<file path="src/rtl/fetch_unit_pkg.sv">
// rtl/fetch_unit_pkg.sv - shared constants for the instruction-fetch stage
package fetch_unit_pkg;

    localparam int          CORE_XLEN     = 32;
    localparam logic [31:0] CORE_RESET_PC = 32'h0000_2000;
    localparam logic [31:0] NOP_INSN      = 32'h0000_0013;

    localparam logic [0:0]  S_REQ  = 1'b0;
    localparam logic [0:0]  S_WAIT = 1'b1;

endpackage

</file>
<file path="src/rtl/fetch_unit.sv">
// rtl/fetch_unit.sv - RV32 fetch stage: PC, single-outstanding imem port, one-entry decode buffer
module fetch_unit
    import fetch_unit_pkg::*;
#(
    parameter logic [31:0] RESET_PC = CORE_RESET_PC,
    parameter int          XLEN     = CORE_XLEN
) (
    input  logic            clk,
    input  logic            reset,
    output logic            imem_req_valid,
    input  logic            imem_req_ready,
    output logic [XLEN-1:0] imem_req_addr,
    input  logic            imem_resp_valid,
    input  logic [XLEN-1:0] imem_resp_data,
    input  logic            redirect_valid,
    input  logic [XLEN-1:0] redirect_target,
    input  logic            stall_in,
    output logic            inst_valid,
    output logic [XLEN-1:0] inst_out,
    output logic [XLEN-1:0] inst_pc
);

    logic [0:0]      state;
    logic [XLEN-1:0] pc_q;
    logic [XLEN-1:0] req_pc_q;
    logic            kill_q;

    logic buf_free;
    logic req_fire;
    logic resp_hit;
    logic unused_target_lsbs;

    // Redirect targets are word-aligned by dropping the low bits.
    assign unused_target_lsbs = ^redirect_target[1:0];

    assign buf_free       = !inst_valid || !stall_in;
    assign imem_req_valid = !reset && (state == S_REQ) && buf_free && !redirect_valid;
    assign imem_req_addr  = pc_q;
    assign req_fire       = imem_req_valid && imem_req_ready;
    assign resp_hit       = (state == S_WAIT) && imem_resp_valid;

    always_ff @(posedge clk or posedge reset) begin
        if (reset) begin
            state      <= S_REQ;
            pc_q       <= XLEN'(RESET_PC);
            req_pc_q   <= XLEN'(RESET_PC);
            kill_q     <= 1'b0;
            inst_valid <= 1'b0;
            inst_out   <= XLEN'(NOP_INSN);
            inst_pc    <= XLEN'(RESET_PC);
        end else if (redirect_valid) begin
            // The buffered instruction and any in-flight fetch are wrong-path.
            pc_q       <= {redirect_target[XLEN-1:2], 2'b00};
            inst_valid <= 1'b0;
            if (state == S_WAIT) begin
                if (resp_hit) begin
                    kill_q <= 1'b0;
                    state  <= S_REQ;
                end else begin
                    kill_q <= 1'b1;
                end
            end
        end else begin
            if (inst_valid && !stall_in) begin
                inst_valid <= 1'b0;
            end
            if (state == S_REQ) begin
                if (req_fire) begin
                    req_pc_q <= pc_q;
                    pc_q     <= pc_q + XLEN'(4);
                    state    <= S_WAIT;
                end
            end else if (resp_hit) begin
                if (!kill_q) begin
                    inst_out   <= imem_resp_data;
                    inst_pc    <= req_pc_q;
                    inst_valid <= 1'b1;
                end
                kill_q <= 1'b0;
                state  <= S_REQ;
            end
        end
    end

endmodule

</file>
<file path="config.mk">
export PLATFORM = sky130hd
export DESIGN_NAME = fetch_unit
export DESIGN_NICKNAME = d
export VERILOG_FILES = /design/src/rtl/fetch_unit_pkg.sv /design/src/rtl/fetch_unit.sv
export SDC_FILE = /design/constraint.sdc
export NUM_CORES = 1
export LEC_CHECK = 0
export ABC_AREA = 0
export BUFFER_PORTS_ARGS = -buffer_cell sky130_fd_sc_hd__buf_2
export CORE_ASPECT_RATIO = 1.4
export CORE_MARGIN = 4
export CORE_UTILIZATION = 55
export DETAILED_ROUTE_END_ITERATION = 7
export PLACE_DENSITY = 0.86
export SETUP_SLACK_MARGIN = 0.3
export SLEW_MARGIN = 20
export SYNTH_ARGS = -nofsm -noshare
export SYNTH_HDL_FRONTEND = slang
export SYNTH_SLANG_ARGS = --single-unit
</file>
<file path="constraint.sdc">
create_clock -name clk -period 10.1 [get_ports clk]
set_clock_uncertainty 0.1 [all_clocks]
set_input_delay 2.525 -clock clk [delete_from_list [all_inputs] [get_ports clk]]
set_output_delay 2.525 -clock clk [all_outputs]
set_load 0.03 [all_outputs]
</file>
== After elaboration in Yosys (flattened, before gate mapping) ==
Cells that the tools add are included.
W data, S select, Z words.

* Output and inout bits: 98
* Bits of input ports: 70
* Register bits after elaboration: 131

* Bitwise operators: 3
* Add/subtract/negate cells: 1
* Multiplexer cells: 17
* Eq/ne operators: 1
* Reductions and logical operators: 17

{| class="wikitable"
|+ Operators by type and width
! cell !! count
|-
| $mux W32 || 3
|-
| $add A32 B3 Y32 const B || 1
|-
| $mux W1 || 14
|-
| $logic_and A1 B1 Y1 || 6
|-
| $logic_not A1 Y1 || 4
|-
| $reduce_and A2 Y1 || 2
|-
| $reduce_and A4 Y1 || 1
|-
| $reduce_bool A2 Y1 || 2
|-
| $not A1 Y1 || 3
|-
| $reduce_and A3 Y1 || 1
|-
| $ne A2 B2 Y1 const B || 1
|-
| $logic_or A1 B1 Y1 || 1
|}

== Longest topological paths before layout ==
* Depth in word-level cells: 8
* Gate-level depth with buffers: 7
* Depth with buffers taken out: 6

== Least setup slack after synthesis ==
No wires, ideal clock.

* Path type: input to output
* From: input redirect_valid
* To: output imem_req_valid
* Data arrival time: 3.115 ns
* Buffers on the path: 0
* Setup slack: 4.360 ns
* Required time: 7.475 ns
* Stages on the path: 1
* Cell sequence: a2111oi_4

* Word-level cells in the longest chain between the ends: 2

{| class="wikitable"
|+ Ends and longest elaborated chain
! element !! RTL line !! source
|-
| start: declaration || fetch_unit.sv:15 || <nowiki>input logic redirect_valid,</nowiki>
|-
| $logic_not A1 Y1 || fetch_unit.sv:37 || <nowiki>assign imem_req_valid = !reset && (state == S_REQ) && buf_free && !redirect_valid;</nowiki>
|-
| $logic_and A1 B1 Y1 || fetch_unit.sv:37 ||
|-
| end: declaration || fetch_unit.sv:10 || <nowiki>output logic imem_req_valid,</nowiki>
|}

Every way passes these cells.

== Final worst setup path ==
Same ends and word-level chain as after synthesis.

==> reports/metrics.csv <==
stage;metric;value;unit
floorplan;overall die area;11500;um^2
drt;ANT nets after route;0;
setup_path;Crit path top cell by count;buf_2;
pwr;power per cell area;277;nW/um^2
synthesis;synth warn;0;
global_route;first-pass GRT wire length;23300;um
synthesis;Cells after Synth;484;
clock_tree;Skew-Pair Late Insertion Delay;0.41;ns
setup_path;Setup crit start kind;input port;
sta;FMAX;154;MHz
sta;Final Hold Fails;0;
floorplan;Initial Utilization;0.566;
min_path;Worst Hold Path EP;req_pc_q[13]$_DFFE_PP1P_;
drt;DR DRC count;0;
sta;Setup TNS Final;0;ns
setup_path;worst-case reg-to-reg path depth;6;
setup_path;crit path cell chain;buf_2, a2111oi_4, buf_2;
synthesis;most frequent cell after synthesis;dfrtp_1;
placed_design;Placer Congestion;0.798;
global_route;largest net degree at the start of global routing;84;
sta;relative slew slack;0.394;
floorplan;Ports;168;
sta;RSZ-0062 raised after global routing;no;
clock_tree;CTS Buf Count;17;
clock_tree;CTS max path bufs;2;
min_path;Cells on Worst Hold Path;2;
clock_tree;CTS tree;yes;
clock_tree;post-CTS sizing;0;
drt;vias per cell;5.69;
floorplan;total core area;9560;um^2
setup_path;WP data arrival;3.87;ns
run_status;status;complete, no violations;
global_route;GRT overflow;0;
pwr;share of power burned in registers;0.391;
drt;via count;4486;
sta;final setup fails;0;
clock_tree;Clock Pin Slew Worst Setup and Hold Paths;0.05;ns
drt;routed wire length per instance;18.1;um
clock_tree;number of clock sinks;125;
setup_path;Critical R2R Capture;imem_req_addr[13]$_DFFE_PP1P_;
clock_tree;Post-CTS Setup Inserts;0;
synthesis;fraction of registers with async set/reset;1.00;
sta;pins over their slew limit;0;
synthesis;share of the synthesized area in the top cell type;0.550;
synthesis;flops & latches, synth;125;
synthesis;count of flip-flops with a built-in enable after synthesis;0;
pwr;static leakage;0.00341;uW
layout;Syn-to-layout area delta;27.4;%
synthesis;Syn Area/Cell;11.2;um^2
drt;Initial DRC Count;294;
sta;Final min period;6.49;ns
synthesis;Yosys top cell by area;dfrtp_1;
setup_path;Crit-path slowest cell;a2111oi_4;
synthesis;Synth area leaders;dfrtp_1 55%, mux2_2 13%, nand2_1 7.6%, dfstp_2 2.9%, o21ai_0 2.6%;
clock_tree;CTS hold repair buffers;0;
pwr;sw frac;0.364;
pwr;Clock power frac;0.301;
layout;Antenna diodes;0;
setup_path;Worst Path Required;7.48;ns
setup_path;Crit Path Category;input port to output pin;
setup_path;max incr delay on CP;0.65;ns
drt;Initial DRT Pass Iterations;5;
clock_tree;Root Driver;clkbuf_16;
synthesis;leading register cell type out of synthesis;dfrtp_1;
floorplan;Die Height;125;um
pwr;Pint;1220;uW
floorplan;Die Wd;91.9;um
floorplan;row count;42;
sta;Min Hold Slack;0.361;ns
synthesis;Synth cell types;52;
setup_path;Critical path buffers and inverters;2;
layout;share of cells above drive strength 1;0.419;
run;MaxCap Viol Count;0;
setup_path;Setup crit end kind;output pin;
pwr;VDD IR-drop max;0.159;mV
global_route;number of global-route vias before repair;4706;
sta;Slew @ Worst Pin;0.905;ns
pwr;Gate power share;0.308;
sta;fraction of the cycle the final worst path needs;0.643;
setup_path;CP max FO;42;
global_route;initial antenna violation count;0;
min_path;hold crit path type;register to register;
synthesis;Synth top cells by count;119 x dfrtp_1, 110 x nand2_1, 62 x mux2_2;
min_path;Hold Startpoint;req_pc_q[13]$_DFFE_PP1P_;
synthesis;synthesized cell area;5420;um^2
global_route;GRT Total Usage;0.257;
pwr;Sw Pwr;696;uW
synthesis;Seq/Total Area, Yosys;0.579;
placed_design;Detailed Place HPWL;9450;um
drt;Routed WL;14300;um
setup_path;reg2reg setup slack;6.92;ns
clock_tree;H-tree depth;4;
setup_path;Top Family by Delay on Critical Path;buffers and inverters;
layout;NumNets Final;714;
placed_design;# port buffers;161;
setup_path;Critical R2R Launch;inst_valid$_DFF_PP0_;
-- power groups by stage --
stage               clock network [uW]  registers [uW]  logic [uW]
floorplan                            0             981         162
global placement                     0             738         575
detailed placement                   0             752         590
CTS                                587             748         595
global route                       609             770         625
finish                             576             748         589
-- flip-flops by register name, summed over array words and instances (netlist names) --
name and cells:
inst_out 32, imem_req_addr 30, inst_pc 30, req_pc_q 30, inst_valid 1, kill_q 1, state 1
-- worst max path at each step --
stage	start	to	cells after the start
after floorplan	reset	imem_req_addr[10]$_DFFE_PP0P_	1
after global placement	redirect_valid	imem_req_valid	3
after detailed placement	redirect_valid	imem_req_valid	3
after CTS	redirect_valid	imem_req_valid	3
after global routing	redirect_valid	imem_req_valid	3
final	redirect_valid	imem_req_valid	3
-- area by class of cell --
class | count | area [um^2]
clock buffers | 19 | 443
clock inverters | 13 | 124
fillers | 726 | 2670
inverters | 11 | 43.8
multi-input cells | 323 | 2140
flip-flops and latches | 125 | 3140
well taps | 132 | 165
repair buffers | 165 | 847
-- through the flow --
| step | utilization | cells | worst slack, ns | instance area (um^2) | total power [uW] |
|---|---|---|---|---|---|
| 2_1_floorplan | - | 487 | 4.16 | 5430 | 1140 |
| 3_3_place_gp | 0.659 | 755 | 3.69 | 6310 | 1310 |
| 3_5_place_dp | 0.659 | 755 | 3.69 | 6310 | 1340 |
| 4_1_cts | 0.719 | 787 | 3.70 | 6870 | 1930 |
| 5_1_grt | 0.721 | 788 | 3.56 | 6900 | 2000 |
| 6_report | 0.721 | 788 | 3.61 | 6900 | 1910 |
-- layout by cell type, fill, tap and decap left out, types with 3 or more instances in the layout --
cell type	n
nand2_1	109
o21ai_0	28
dfstp_2	6
buf_2	161
inv_1	10
mux2_2	62
o311ai_0	12
and2_1	4
clkinv_2	8
conb_1	4
clkbuf_16	17
nor2_1	11
nor2b_1	4
o211ai_1	8
a31oi_1	6
dfrtp_1	119
and3_1	3
nand4_1	7
nand3_1	18
a21oi_1	4
a41oi_1	3
-- tightest hold or removal path, delay by kind of cell (launching register included) --
family           cells  cell delay, ns
flip-flops           1            0.36
AND/OR/NAND/NOR      2            0.09
-- routing by layer --
layer	vias up	track usage	share of wire
met5	-	0	0
met4	0	0.111	0.020
met3	22	0.0523	0.069
met2	223	0.445	0.53
met1	2218	0.307	0.38
li1	2023	-	-
-- cells by family (layout without fill, tap and decap cells) --
| kind of cell | after synthesis | count (layout) | synth area share |
|---|---|---|---|
| and+or+nand+nor | 175 | 175 | 0.151 |
| DFF | 125 | 125 | 0.579 |
| AOI/OAI and AO/OA | 77 | 77 | 0.100 |
| muxes | 64 | 64 | 0.133 |
| buffers and inverters | 39 | 208 | 0.0307 |
| xor gates and xnor gates | 2 | 2 | 0.00324 |
| adders and majority gates | 1 | 1 | 0.00231 |
| other | 1 | 4 | 0.000692 |
(Power assumes the default switching activity.)
